**src/rtl/datapath_ctrl_fsm.sv**
```systemverilog
// Purpose : multi-cycle controller sequencing the datapath register enables for one latched instruction.
// Latency : s sampled in WAIT; w returns after 3 (MOV imm), 5 (MOV reg/MVN/CMP), 6 (ADD/AND), 2 (unsupported) edges.
// Backpr. : s is only honoured while w=1 (WAIT); it is ignored in every other state.
//
// Ports:
//   clk, rst_n        rising-edge clock, asynchronous active-low reset
//   s, opcode, op     start strobe and instruction fields (instr[15:13], instr[12:11])
//   w                 ready for a new s (WAIT only)
//   nsel, vsel        regfile index select / write-data select
//   write             regfile write enable
//   loada..loads      A, B, C, status register load enables
//   asel, bsel        ALU operand selects (bsel reserved, always 0)
//   illegal           high while trapped in HALT
// Optional macro ILLEGAL_TRAP_EN: unsupported instructions park in HALT until reset
// instead of retiring silently.
module datapath_ctrl_fsm (
    input  logic       clk,
    input  logic       rst_n,
    input  logic       s,
    input  logic [2:0] opcode,
    input  logic [1:0] op,
    output logic       w,
    output logic [1:0] nsel,
    output logic [1:0] vsel,
    output logic       write,
    output logic       loada,
    output logic       loadb,
    output logic       loadc,
    output logic       loads,
    output logic       asel,
    output logic       bsel,
    output logic       illegal
);

    localparam logic [2:0] S_WAIT      = 3'd0;
    localparam logic [2:0] S_DECODE    = 3'd1;
    localparam logic [2:0] S_GET_A     = 3'd2;
    localparam logic [2:0] S_GET_B     = 3'd3;
    localparam logic [2:0] S_ALU       = 3'd4;
    localparam logic [2:0] S_WRITE_REG = 3'd5;
    localparam logic [2:0] S_WRITE_IMM = 3'd6;
    localparam logic [2:0] S_HALT      = 3'd7;

    localparam logic [1:0] NSEL_RN = 2'd0;
    localparam logic [1:0] NSEL_RD = 2'd1;
    localparam logic [1:0] NSEL_RM = 2'd2;
    localparam logic [1:0] VSEL_C  = 2'd0;
    localparam logic [1:0] VSEL_IM = 2'd2;

    logic [2:0] state;
    logic [2:0] state_nxt;
    logic [2:0] opcode_q;
    logic [1:0] op_q;

    // Decode of the latched instruction; live inputs never reach the outputs.
    logic is_mov_imm, is_mov_reg, is_mvn, is_add, is_cmp, is_and;
    assign is_mov_imm = ({opcode_q, op_q} == 5'b110_10);
    assign is_mov_reg = ({opcode_q, op_q} == 5'b110_00);
    assign is_mvn     = ({opcode_q, op_q} == 5'b101_11);
    assign is_add     = ({opcode_q, op_q} == 5'b101_00);
    assign is_cmp     = ({opcode_q, op_q} == 5'b101_01);
    assign is_and     = ({opcode_q, op_q} == 5'b101_10);

    // State register and instruction latch
    always_ff @(posedge clk or negedge rst_n) begin
        if (!rst_n) begin
            state    <= S_WAIT;
            opcode_q <= 3'd0;
            op_q     <= 2'd0;
        end else begin
            state <= state_nxt;
            if (state == S_WAIT && s) begin
                opcode_q <= opcode;
                op_q     <= op;
            end
        end
    end

    // Next-state logic
    always_comb begin
        state_nxt = S_WAIT;
        case (state)
            S_WAIT:      state_nxt = s ? S_DECODE : S_WAIT;
            S_DECODE: begin
                if (is_mov_imm)
                    state_nxt = S_WRITE_IMM;
                else if (is_mov_reg || is_mvn)
                    state_nxt = S_GET_B;   // single-operand ops skip the A load
                else if (is_add || is_cmp || is_and)
                    state_nxt = S_GET_A;
                else
`ifdef ILLEGAL_TRAP_EN
                    state_nxt = S_HALT;
`else
                    state_nxt = S_WAIT;
`endif
            end
            S_GET_A:     state_nxt = S_GET_B;
            S_GET_B:     state_nxt = S_ALU;
            S_ALU:       state_nxt = is_cmp ? S_WAIT : S_WRITE_REG;
            S_WRITE_REG: state_nxt = S_WAIT;
            S_WRITE_IMM: state_nxt = S_WAIT;
`ifdef ILLEGAL_TRAP_EN
            S_HALT:      state_nxt = S_HALT;
`endif
            // S_HALT without the trap, or any corrupted value, recovers to WAIT.
            default:     state_nxt = S_WAIT;
        endcase
    end

    // Moore output decode
    always_comb begin
        w       = 1'b0;
        nsel    = NSEL_RN;
        vsel    = VSEL_C;
        write   = 1'b0;
        loada   = 1'b0;
        loadb   = 1'b0;
        loadc   = 1'b0;
        loads   = 1'b0;
        asel    = 1'b0;
        bsel    = 1'b0;
        illegal = 1'b0;
        case (state)
            S_WAIT:      w = 1'b1;
            S_GET_A: begin
                nsel  = NSEL_RN;
                loada = 1'b1;
            end
            S_GET_B: begin
                nsel  = NSEL_RM;
                loadb = 1'b1;
            end
            S_ALU: begin
                // A forced to 0 turns the ALU into a pass/invert of B.
                asel  = is_mov_reg || is_mvn;
                loads = is_cmp;
                loadc = !is_cmp;
            end
            S_WRITE_REG: begin
                nsel  = NSEL_RD;
                vsel  = VSEL_C;
                write = 1'b1;
            end
            S_WRITE_IMM: begin
                nsel  = NSEL_RN;
                vsel  = VSEL_IM;
                write = 1'b1;
            end
`ifdef ILLEGAL_TRAP_EN
            S_HALT:      illegal = 1'b1;
`endif
            default: ;
        endcase
    end

endmodule
```
**config.mk**
```make
export PLATFORM = sky130hd
export DESIGN_NAME = datapath_ctrl_fsm
export DESIGN_NICKNAME = d
export VERILOG_FILES = /design/src/rtl/datapath_ctrl_fsm.sv
export SDC_FILE = /design/constraint.sdc
export NUM_CORES = 1
export LEC_CHECK = 0
export ABC_AREA = 1
export CORE_UTILIZATION = 38
export CTS_BUF_LIST = sky130_fd_sc_hd__clkbuf_8
export DETAILED_ROUTE_END_ITERATION = 10
export PLACE_DENSITY = 0.71
export SLEW_MARGIN = 20
export SYNTH_ARGS = -nofsm -noshare
export SYNTH_HDL_FRONTEND = slang
export SYNTH_SLANG_ARGS = --single-unit
export TNS_END_PERCENT = 20
```
**constraint.sdc**
```tcl
create_clock -name clk -period 1.34 [get_ports clk]
set_input_delay 0.134 -clock clk [delete_from_list [all_inputs] [get_ports clk]]
set_output_delay 0.134 -clock clk [all_outputs]
set_load 0.01 [all_outputs]
```
==> results.md, run 1 <==
* Crit share post-route at 106.5%
* Largest area contributor in the synthesized netlist: dfrtp_1
* # fillers at 109
* Initial antenna violation count at 0
* Dpl hpwl at 854.7 µm
* Die X at 39.72 µm
* Critical Path RT at 1210 ps
* R2r worst-path depth at 9
* CTS Root Cell: clkbuf_8
* Setup violators final at 2
* Worst-path fanout max at 2
* Largest net degree at the start of global routing at 12
* CP Capture Type: output pin
* Yosys Warn Count at 0
* Hold Crit Class: primary input to async pin
* Reg2reg setup slack at 10 ps
* Clk_lat worst skew at 220 ps
* Worst ir drop on vdd at 1.151 mV
* IO Count at 21
* Final hold slack at 188.4 ps
* Starting density of the core at 41.03%
* Power Dens Cells at 2160 nW/µm²
* Sequential fraction of the synthesis area at 37.04%
* Total global-route track usage at 18.39%
* Post-route DRC violation count at 0
* Post-Route WL at 1213 µm
* Worst reg2reg path endpoint: state[0]
* Fmax at 700.5 MHz
* Port buffer count at 17
* Critical path class: register to output pin
* Crit Reg-Reg Startpoint: state[1]
* Crit path launch type: register
* Syn-to-layout area delta at 67.82%
* Die area at 1577 µm²
* Via density at 4.500
* Routed via count at 558
* LEAKAGE at 0.0004923 µW
* Bufs on Longest Clock Path at 2
* Drt first pass iters at 2
* N_diodes at 0
* Cells along the critical path: nor2_2 > inv_2 > nor2_4 > buf_6 > inv_4 > a21oi_2 > buf_2
* Main area contributors after synthesis: dfrtp_1 37%, a21oi_2 8.1%, inv_1 7.6%, nand2_1 7.6%, nor2_1 6.9%
* Yosys top cell area share at 37.04%
* First-pass GRT wire length at 1932 µm
* TritonCTS clock tree: yes
* RSZ-0062 raised after global routing: true
* Final WS setup at -87.46 ps
* CTS H-Tree Depth at 1
* CP max stage delay at 380 ps
* FF+latch count, synth at 8
* Outcome: finished, violations left
* Core ar. at 1318 µm²
* Row cnt at 13
* Slowest CP cell: dfrtp_1
* Setup Skew at 2.164 ps
* Overflow after GRT at 0
* Post-synthesis cell area at 540.5 µm²
* Clock buffer count from CTS at 3
* Post-synth cell types at 15
* WP data arrival at 1290 ps
* Die Y at 39.72 µm
* Routed wire per std cell at 9.782 µm
* Vias in the first global route at 500
* Crit path time final at 1427 ps
* Share of post-route cells with drive strength above 1 at 52.29%
* Mean Syn Cell Area at 7.507 µm²
* Routability cong. at 0.8421
* Clock sinks at 8
* Max-Cap Viols at 0
* Cells after Synth at 72
* CTS clk-pin slew, worst paths at 40 ps
* Failing checks: negative setup slack
* Final nets at 119
* DR iter-0 viols at 1
* Antenna-violating nets left at 0
* Total Power at 1959 µW
* Final hold vios at 0
* Max Slew Vio Count at 0
[final cells by class]
class,instances,area (µm²),share of cell area [%]
Clock buffer,3,41.29,4.552
Inverter,13,51.30,5.655
Multi-Input combinational cell,48,301.5,33.24
Sequential cell,8,200.2,22.07
Tap cell,15,18.77,2.069
Timing Repair Buffer,37,294.0,32.41
[cell families after synthesis]
logic type | synth area share (%)
flip-flops | 37.04
other | 0.6938
buffers and inverters | 16.67
AO/OA/AOI/OAI | 11.57
AND/OR/NAND/NOR | 34.03
[worst max path at each step]
| stage | startpoint | end | slack (ps) | depth (start not counted) |
|---|---|---|---|---|
| 5_1_grt | state[1] | asel | -170 | 7 |
| 2_1_floorplan | state[1] | loads | 270 | 5 |
| 6_report | state[1] | asel | -90 | 7 |
| 4_1_cts | state[0] | asel | -200 | 7 |
| 3_3_place_gp | state[1] | asel | -190 | 6 |
| 3_5_place_dp | state[1] | asel | -190 | 6 |
[metal layers]
layer	vias up	global-route usage [%]	wire length, µm
met4	0	7.759	0
met1	252	20.91	530
met3	0	3.409	57
met2	17	32.79	625
met5	-	0	0
li1	289	-	-
[placed cells by master (no fill, tap or decap), drive strengths merged, types with 2 or more instances in the layout]
cell type      netlist  routed
nand4                2       2
dlygate4sd2          0       2
clkdlybuf4s50        0       7
inv                 13      13
buf                  5      24
conb                 1       3
dfrtp                8       8
a21oi                7       7
clkbuf               0       7
nand3                8       8
nand2               11      11
nor2                16      16
[where the power goes]
part | switching, µW | internal, µW
Combinational | 604 | 623
Clock | 89.2 | 194
Sequential | 95.2 | 353
[flip-flops by register name (all words and copies together) (netlist names)]
register / count
op_q: 2
state: 3
opcode_q: 3
[cell usage after synthesis]
master    n
nand3_2   3
nand4_1   2
buf_6     1
nor2_2    6
nand3_1   5
nor2_1   10
inv_1    11
o21ai_2   1
buf_4     4
nand2_1  11
inv_2     2
dfrtp_1   8
conb_1    1
a21oi_1   2
a21oi_2   5
[worst max-delay path, delay by kind of cell, from the launching register on]
kind | cells | cell delay [ps]
AO/OA/AOI/OAI | 1 | 80
buffers and inverters | 4 | 340
flip-flops | 1 | 380
AND/OR/NAND/NOR | 2 | 260
[through the flow]
stage	cells	TNS, ps	worst slack [ps]	cell area [µm²]	utilization [%]
global placement	115	-707.4	-185.1	813.3	61.73
detailed placement	115	-751.0	-190.0	813.3	61.73
global route	124	-685.5	-165.1	907.1	68.85
CTS	121	-408.9	-204.4	863.3	65.53
finish	124	-141.6	-87.46	907.1	68.85
floorplan	74	0	274.5	548.0	-
[what timing repair did]
action                     CTS  global route
hold buffers                 0             0
pin swaps                    2             4
setup endpoints to repair   10            11
buffers inserted             3             3
resized for setup           20            25
No activity file was read; power rests on OpenSTA's default activity.
==> run 2: changes to the inputs <==
==> constraint.sdc (replaced) <==
create_clock -name clk -period 1.34 [get_ports clk]
set_input_delay 0.134 -clock clk [delete_from_list [all_inputs] [get_ports clk]]
set_output_delay 0.134 -clock clk [all_outputs]
set_load 0.005 [all_outputs]
==> run 2 against run 1 <==
Against the previous run: the run still ends with negative setup slack left; first-iteration DRC count rose to 5.0 times the previous value; sequential share of layout area rose by 0.66 points; sequential power barely moved; global-route usage fell by 0.12 points; power fell by 6.2%; setup slack improved by 28 ps; design area fell by 2.9%; core utilization fell by 2.0 points; maximum frequency rose by 2.0%; combinational power fell by 9.8%.
==> results.md, run 2 (synthesis results as in run 1) <==
* Fin cells at 124 (unchanged)
* Post-Route WL at 1127 µm (was 1213 µm)
* Antenna-violating nets left at 0 (unchanged)
* Commonest non-fill, non-tap cell in the layout: buf_4 (unchanged)
* CP most frequent cell: inv_2
* Die X at 39.72 µm (unchanged)
* Drt first pass iters at 2 (unchanged)
* Crit path launch type: register (unchanged)
* Clock sinks at 8 (unchanged)
* Largest net degree at the start of global routing at 12 (unchanged)
* Clock buffer count from CTS at 3 (unchanged)
* Die Y at 39.72 µm (unchanged)
* WP data arrival at 1270 ps (was 1290 ps)
* TritonCTS clock tree: yes (unchanged)
* Setup violators final at 3 (was 2)
* LEAKAGE at 0.0005198 µW (was 0.0004923 µW)
* Critical path class: register to output pin (unchanged)
* Met1 Usage GRT at 20.91% (unchanged)
* Total global-route track usage at 18.27% (was 18.39%)
* Max-Cap Viols at 0 (unchanged)
* Top Registers: opcode_q (3), state (3), op_q (2) (unchanged)
* CTS Root Cell: clkbuf_8 (unchanged)
* Max Slew Vio Count at 0 (unchanged)
* Overflow after GRT at 0 (unchanged)
* CTS H-Tree Depth at 1 (unchanged)
* M3 GR Usage at 3.409% (unchanged)
* Worst ir drop on vdd at 1.197 mV (was 1.151 mV)
* Share of post-route cells with drive strength above 1 at 45.87% (was 52.29%)
* CP max stage delay at 370 ps (was 380 ps)
* CP Capture Type: output pin (unchanged)
* Routed wire per std cell at 9.089 µm (was 9.782 µm)
* Power Dens Cells at 2086 nW/µm² (was 2160 nW/µm²)
* Dpl hpwl at 863 µm (was 854.7 µm)
* Slowest CP cell: dfrtp_1 (unchanged)
* DR iter-0 viols at 5 (was 1)
* Fmax at 714.4 MHz (was 700.5 MHz)
* Post-route DRC violation count at 0 (unchanged)
* Vias in the first global route at 494 (was 500)
* Outcome: finished, violations left (unchanged)
* Final WS setup at -59.84 ps (was -87.46 ps)
* CTS clk-pin slew, worst paths at 40 ps (about the same)
* Port buffer count at 17 (unchanged)
* Final hold slack at 190.9 ps (was 188.4 ps)
* Syn-to-layout area delta at 62.96% (was 67.82%)
* Routed via count at 545 (was 558)
* IO Count at 21 (unchanged)
* Crit share post-route at 104.5% (was 106.5%)
* Final nets at 119 (unchanged)
* GR peak layer: met2 (unchanged)
* Critical Path RT at 1210 ps (about the same)
* Cells along the critical path: nor2_2 > inv_2 > nor2_4 > buf_4 > inv_2 > a21oi_2 > buf_2 (was nor2_2 > inv_2 > nor2_4 > buf_6 > inv_4 > a21oi_2 > buf_2)
* Setup WS pre-CTS at -157.1 ps (was -190.0 ps)
* Post-route setup TNS at -153.3 ps (was -141.6 ps)
* Worst-path fanout max at 2 (unchanged)
* N_diodes at 0 (unchanged)
* Setup Skew at 2.431 ps (was 2.164 ps)
* Clk_lat worst skew at 220 ps (about the same)
* Routability cong. at 0.8420 (was 0.8421)
* Met2 Usage GRT at 32.38% (was 32.79%)
* Failing checks: negative setup slack (unchanged)
* Via density at 4.395 (was 4.500)
* Placed Instances at 115 (unchanged)
* Bufs on Longest Clock Path at 2 (unchanged)
* Most frequent cells in the layout: 19 x buf_4, 10 x nor2_1, 10 x inv_1, 10 x nand2_1, 8 x dfrtp_1 (was 18 x buf_4, 9 x inv_1, 8 x nor2_1, 8 x nand2_1, 8 x dfrtp_1)
* Core ar. at 1318 µm² (unchanged)
* First-pass GRT wire length at 1911 µm (was 1932 µm)
* Crit path time final at 1400 ps (was 1427 ps)
* Hold Crit Class: primary input to async pin (unchanged)
* Starting density of the core at 41.03% (unchanged)
* Final hold vios at 0 (unchanged)
* Initial antenna violation count at 0 (unchanged)
* RSZ-0062 raised after global routing: true (unchanged)
* Row cnt at 13 (unchanged)
* Total Power at 1837 µW (was 1959 µW)
* Die area at 1577 µm² (unchanged)
[run 2: worst max-delay path, delay by kind of cell, from the launching register on]
family | cells | cell delay, ps
AOI/OAI and AO/OA | 1 | 90
buffers and inverters | 4 | 350
DFF | 1 | 370
and+or+nand+nor | 2 | 240
[run 2: final timing paths]
path                            cells past startpoint        start     endpoint  slack, ps
worst max-delay path                                7     state[0]         asel        -60
worst min-delay path                                1        rst_n      op_q[0]        190
worst max register to register                      7     state[0]  opcode_q[0]        110
worst min register to register                      3  opcode_q[1]  opcode_q[1]        620
max in group asynchronous                           1        rst_n     state[1]        890
min in group clk                                    3        op[1]      op_q[1]        480
[run 2: through the flow]
stage          util, %  area (µm²)
2_1_floorplan        -       548.0
3_3_place_gp     61.73       813.3
3_5_place_dp     61.73       813.3
4_1_cts          66.29       873.3
5_1_grt          66.86       880.8
6_report         66.86       880.8
[run 2: per-layer routing]
metal | wire (µm) | part of all wire (%)
met5 | 0 | 0
met2 | 561 | 50
met4 | 0 | 0
met3 | 59 | 5.2
met1 | 507 | 45
[run 2: report_power, final]
| part | leakage, µW | internal (µW) | switching, µW |
|---|---|---|---|
| clock | 0.0000216 | 194 | 88.4 |
| sequential | 0.0000954 | 353 | 92.6 |
| combinational | 0.000403 | 595 | 514 |
| total | 0.000520 | 1140 | 695 |
[run 2: cell type report]
class	count	area, µm²
multi-input combinational	48	270.3
fill	110	436.7
timing repair buffer	37	301.5
inverter	13	48.80
sequential	8	200.2
clock buffer	3	41.29
tap	15	18.77
[run 2: timing repair]
action,4_1_cts,5_1_grt
endpoints found under the hold margin,0,0
endpoints found under the setup margin,10,9
resized for setup,23,9
buffers inserted,7,0
pin swaps,4,1
hold buffers,0,0
==> run 3: changes to the inputs <==
--- a/config.mk
+++ b/config.mk
@@ -8,9 +8,10 @@
 export ABC_AREA = 1
 export CORE_UTILIZATION = 38
 export CTS_BUF_LIST = sky130_fd_sc_hd__clkbuf_8
+export CTS_CLUSTER_DIAMETER = 120
 export DETAILED_ROUTE_END_ITERATION = 10
 export PLACE_DENSITY = 0.71
-export SLEW_MARGIN = 20
+export SLEW_MARGIN = 0
 export SYNTH_ARGS = -nofsm -noshare
 export SYNTH_HDL_FRONTEND = slang
 export SYNTH_SLANG_ARGS = --single-unit
==> results of run 3 <==
Same layout as run 2: the final DEF is identical, and so are final timing and power.
